===== src/rtl/pe_gnt_enc_w256.sv =====
// Grant encoder back end: buffers one-hot grants in a 2-deep FIFO, presents them with a binary
// index, and keeps a thermometer mask above the last consumed grant to make the upstream arbiter round-robin.
module pe_gnt_enc_w256 #(
  parameter int W  = 256,
  parameter int IW = $clog2(W)
) (
  input  logic          clk,
  input  logic          rst_n,
  input  logic [W-1:0]  gnt_in,
  input  logic          gnt_valid,
  output logic          gnt_ready,
  output logic [W-1:0]  gnt_out,
  output logic [IW-1:0] idx_out,
  output logic          idx_valid,
  input  logic          idx_ready,
  output logic [W-1:0]  pri_mask,
  input  logic          err_clr,
  output logic          err_multi,
  output logic          err_zero
);

  typedef struct packed {
    logic [W-1:0]  oh;
    logic [IW-1:0] idx;
  } entry_t;

  entry_t        ent0_q, ent0_d, ent1_q, ent1_d;
  logic [1:0]    count_q, count_d;
  logic [W-1:0]  mask_q, mask_d;
  logic          err_multi_q, err_multi_d, err_zero_q, err_zero_d;

  entry_t        new_ent;
  logic          push, pop, zero_set, multi_set;
  logic [IW:0]   shamt;

  // Ready and valid decode only registered state, so nothing combinational links idx_ready to gnt_ready.
  assign gnt_ready = (count_q != 2'd2);
  assign idx_valid = (count_q != 2'd0);
  assign gnt_out   = idx_valid ? ent0_q.oh  : '0;
  assign idx_out   = idx_valid ? ent0_q.idx : '0;
  assign pri_mask  = mask_q;
  assign err_multi = err_multi_q;
  assign err_zero  = err_zero_q;

  assign push      = gnt_valid && gnt_ready && (|gnt_in);
  assign pop       = idx_valid && idx_ready;
  assign zero_set  = gnt_valid && gnt_ready && !(|gnt_in);
  assign multi_set = push && (|(gnt_in & (gnt_in - W'(1))));

  // NOTE: every variable written in an always_comb gets a default first, so no path leaves it unassigned and no latch is inferred.
  always_comb begin
    new_ent.oh  = gnt_in & (~gnt_in + W'(1));
    new_ent.idx = '0;
    for (int i = W - 1; i >= 0; i--) begin
      if (gnt_in[i]) new_ent.idx = IW'(i);
    end
  end

  always_comb begin
    ent0_d  = ent0_q;
    ent1_d  = ent1_q;
    count_d = count_q;
    if (pop && push) begin
      // Only reachable with one entry held: the new grant replaces the departing head.
      ent0_d = new_ent;
    end else if (pop) begin
      ent0_d  = ent1_q;
      count_d = count_q - 2'd1;
    end else if (push) begin
      if (count_q == 2'd0) ent0_d = new_ent;
      else                 ent1_d = new_ent;
      count_d = count_q + 2'd1;
    end
  end

  // Shift amount is one bit wider than the index so W-1+1 shifts every bit out (wrap to an all-zero mask).
  assign shamt = {1'b0, ent0_q.idx} + (IW+1)'(1);

  always_comb begin
    mask_d      = mask_q;
    err_multi_d = multi_set | (err_multi_q & ~err_clr);
    err_zero_d  = zero_set  | (err_zero_q  & ~err_clr);
    if (pop) mask_d = {W{1'b1}} << shamt;
  end

  // NOTE: the two buffer entries are reset along with the control state; they are only two registers wide,
  // and a known value keeps gnt_out/idx_out clean after a mid-operation flush.
  always_ff @(posedge clk or negedge rst_n) begin
    if (!rst_n) begin
      ent0_q      <= '0;
      ent1_q      <= '0;
      count_q     <= '0;
      mask_q      <= '0;
      err_multi_q <= 1'b0;
      err_zero_q  <= 1'b0;
    end else begin
      // NOTE: sequential state uses non-blocking assignments so all registers update from pre-edge values.
      ent0_q      <= ent0_d;
      ent1_q      <= ent1_d;
      count_q     <= count_d;
      mask_q      <= mask_d;
      err_multi_q <= err_multi_d;
      err_zero_q  <= err_zero_d;
    end
  end

endmodule


===== config.mk =====
export PLATFORM = sky130hd
export DESIGN_NAME = pe_gnt_enc_w256
export DESIGN_NICKNAME = d
export VERILOG_FILES = /design/src/rtl/pe_gnt_enc_w256.sv
export SDC_FILE = /design/constraint.sdc
export NUM_CORES = 2
export LEC_CHECK = 0
export ABC_AREA = 1
export CAP_MARGIN = 10
export CORE_MARGIN = 5
export CORE_UTILIZATION = 26
export CTS_CLUSTER_DIAMETER = 40
export DETAILED_ROUTE_END_ITERATION = 8
export PLACE_DENSITY = 0.51
export SLEW_MARGIN = 20
export SYNTH_ARGS = -nofsm -noshare
export SYNTH_HDL_FRONTEND = slang
export SYNTH_SLANG_ARGS = --single-unit

===== constraint.sdc =====
create_clock -name clk -period 3.2 [get_ports clk]
set_input_delay 0.64 -clock clk [delete_from_list [all_inputs] [get_ports clk]]
set_output_delay 0.64 -clock clk [all_outputs]
set_load 0.05 [all_outputs]

==> results_dict.tcl <==
set metrics [dict create \
    outcome "complete, but fails checks" \
    violations "setup timing" \
    fmaxAchievable_mhz 77.14 \
    r2r_setup_slack_ns 0.15 \
    ys_types 45 \
    grt.overflow.total 0 \
    syn_inst 6737 \
    r2r-start "ent0_q[0]$_DFFE_PN0P_" \
    rows 153 \
    power_leakage_nw 35.70 \
    ys.flop_type "dfrtp_1" \
    die_x_um 428.9 \
    crit_arrival_ns 13.64 \
    area_delta_synth_final_pct 68.91 \
    numCtsBuffers 147 \
    fillers 17820 \
    setup_viol 752 \
    drive_gt1_share_pct 29.13 \
    tns_ns -299.10 \
    synth_edf_count 0 \
    die-area_um2 184000 \
    portBuffers 784 \
    gr-usage-all-layers_pct 25.94 \
    period_needed_ns 12.96 \
    core_area_um2 174200 \
    worst_path_largest_cell_delay_ns 0.12 \
    multi_input_area_um2 21340 \
    relSlewSlack_pct 38.95 \
    firstDrtPassIters 6 \
    path_clk_slew_ns 0.04 \
    yosysWarnings 0 \
    rsz0062_at_grt "true" \
    clk_path_buf_depth 3 \
    gp_congestion 0.9917 \
    cp_common_cell "nand2_1" \
    dp_hpwl_um 202800 \
    remaining_drc_errors 0 \
    report.final.slew_viol_count 0 \
    cts.sinks 788 \
    layout_commonest_cell "buf_4" \
    grt_pass1_wl_um 356200 \
    cts_max_level 4 \
    start_util_pct 26.20 \
    r2r-end "pri_mask[168]$_DFFE_PN0P_" \
    drt_iter0_drc 4127 \
    hold_class "input pin to flop" \
    ys_ff_latch 788 \
    antenna_found_initial 14 \
    final_cell_mix "buf_4, nand2_1, nor2_1, inv_1, o21ai_0" \
    insertion_delay_ns 0.80 \
    drt-total-wl_um 247800 \
    hold_slack_ns 0.2686 \
    pin_count 785 \
    finalHoldViolCount 0 \
    async_flop_share_pct 100.0 \
    critPathRequiredTime_ns 3.87 \
    r2r_cells 9 \
    post-route-period-util_pct 405.1 \
    critPathCaptureType "flop" \
    grt_max_degree 144 \
    utilization_pct 44.25 \
    worst_slew_pin_slew_ns 0.9157 \
    power_density_nw_per_um2 742.2 \
    die_h_um 428.9 \
    crit_fanout 2 \
    post_drt_wl_per_cell_um 21.30 \
    syn_area_um2 45630 \
    seqCellArea_um2 19720 \
    critPathSlowestCell "buf_2" \
    peakVddDrop_mv 0.5395 \
    final_antenna_net_count 0 \
    crit_path_start_kind "input pin" \
    maxCapViolations 0 \
    grt_pass1_vias 53650 \
    fin_nets 9453 \
    dr_total_vias 53510 \
    synth_nets 7004 \
    via_per_inst 4.599 \
    synth.avg_cell_area_um2 6.774 \
    setup_ws_ns -9.764 \
    cp-endpoint "ent0_q[0]$_DFFE_PN0P_" \
    cp-startpoint "gnt_in[255]" \
    criticalPathCategory "input pin to flop" \
    clock_skew_ns 0.04579 \
    yosysSeqAreaShare_pct 43.21 \
    cts_tree "yes" \
    cts_root_buffer "clkbuf_16" \
]
[Yosys cell counts, drive strengths merged, types with 2 or more instances]
cell     count  share of area (%)
and3         2              0.027
clkinv      25               0.21
xor2         2              0.038
a21oi      255                2.8
a31oi        4              0.055
bufinv      58                2.3
nand3       81               0.89
nand2     1509                 12
a2111oi      6               0.12
or4          2              0.033
o21ai      925                 10
or3          2              0.027
o31ai        7               0.12
o2111ai      9               0.17
a211oi       6              0.099
o221ai       2              0.038
buf         16               0.15
clkbuf     259                2.2
a22oi       53               0.87
dfrtp      788                 43
inv       1181                9.7
o311ai       3              0.058
nor3        76               0.83
a21boi       2              0.033
o22ai       27               0.37
nor4b        2              0.038
a221oi      15               0.29
ha           6               0.16
or2          2              0.027
nor4        35               0.48
o211ai      58               0.95
nor2      1259                 10
a221o        2              0.044
nand4       51               0.70
a32o         2              0.044
[flip-flops by register name, indices dropped and copies added, names as in the netlist]
signal	cells
count_q	2
err_zero	1
pri_mask	256
ent1_q	264
ent0_q	264
err_multi	1
[cells by family after synthesis]
| logic type | Yosys count | synth area share [%] |
|---|---|---|
| buf+inv | 1539 | 14.47 |
| flops | 788 | 43.21 |
| compound gates | 1379 | 16.25 |
| fa+ha+maj | 6 | 0.1645 |
| simple gates | 3022 | 25.84 |
| xor+xnor | 3 | 0.05759 |
[worst min path at each step]
stage,cells past startpoint,slack (ns),endpoint,from
floorplan,0,0.34,count_q[0]$_DFFE_PN0P_,rst_n
global placement,2,0.46,ent1_q[187]$_DFFE_PN0P_,ent1_q[187]$_DFFE_PN0P_
detailed placement,2,0.47,ent1_q[196]$_DFFE_PN0P_,ent1_q[196]$_DFFE_PN0P_
CTS,6,0.36,ent1_q[260]$_DFFE_PN0P_,gnt_in[252]
global route,5,0.26,ent1_q[0]$_DFFE_PN0P_,gnt_in[2]
finish,5,0.27,ent1_q[0]$_DFFE_PN0P_,gnt_in[2]
[timing repair]
action / in CTS / in global routing
hold endpoints to repair: 26 / 0
setup buffers: 86 / 44
gates resized for setup: 392 / 328
hold buffers: 1 / 0
pin swaps: 99 / 97
cloned: 0 / 4
endpoints found under the setup margin: 767 / 771
[worst max-delay path, delay by kind of cell]
kind / cells / cell delay, ns
buf+inv: 1 / 0.12
simple gates: 256 / 12.88
[final cells by class]
type                       count  share of cell area [%]
clock inverter                90                   1.599
multi-input combinational   4410                   27.68
inverter                    1264                   7.324
antenna                        6                 0.01948
tap                         2325                   3.774
timing repair buffer        2575                   28.88
clock buffer                 176                   5.136
sequential                   788                   25.58
[power by group]
| group | internal, mW | leakage [nW] | switching, mW | total [mW] |
|---|---|---|---|---|
| Combinational | 8.46 | 23.2 | 18.9 | 27.3 |
| Clock | 10.2 | 2.50 | 5.92 | 16.1 |
| Sequential | 12.3 | 10.0 | 1.45 | 13.7 |
| Total | 31.0 | 35.7 | 26.2 | 57.2 |
[through the flow]
stage	std cells	power, mW	worst slack [ns]	instance area (µm²)
6_report	11630	57.21	-9.764	77080
5_1_grt	11630	59.65	-12.10	77080
4_1_cts	11630	57.29	-9.664	76000
3_5_place_dp	11280	40.83	-10.84	69270
3_3_place_gp	11280	40.68	-11.21	69270
2_1_floorplan	6737	28.99	-8.291	46690
[routing by layer]
layer,track usage (%),up-vias,wire [µm]
met1,31.79,25430,102300
met4,14.18,8,16210
met2,43.63,1715,116600
met5,0,-,61
li1,-,25880,-
met3,4.194,479,12620
Note: power is estimated with default switching activity, not from simulation.
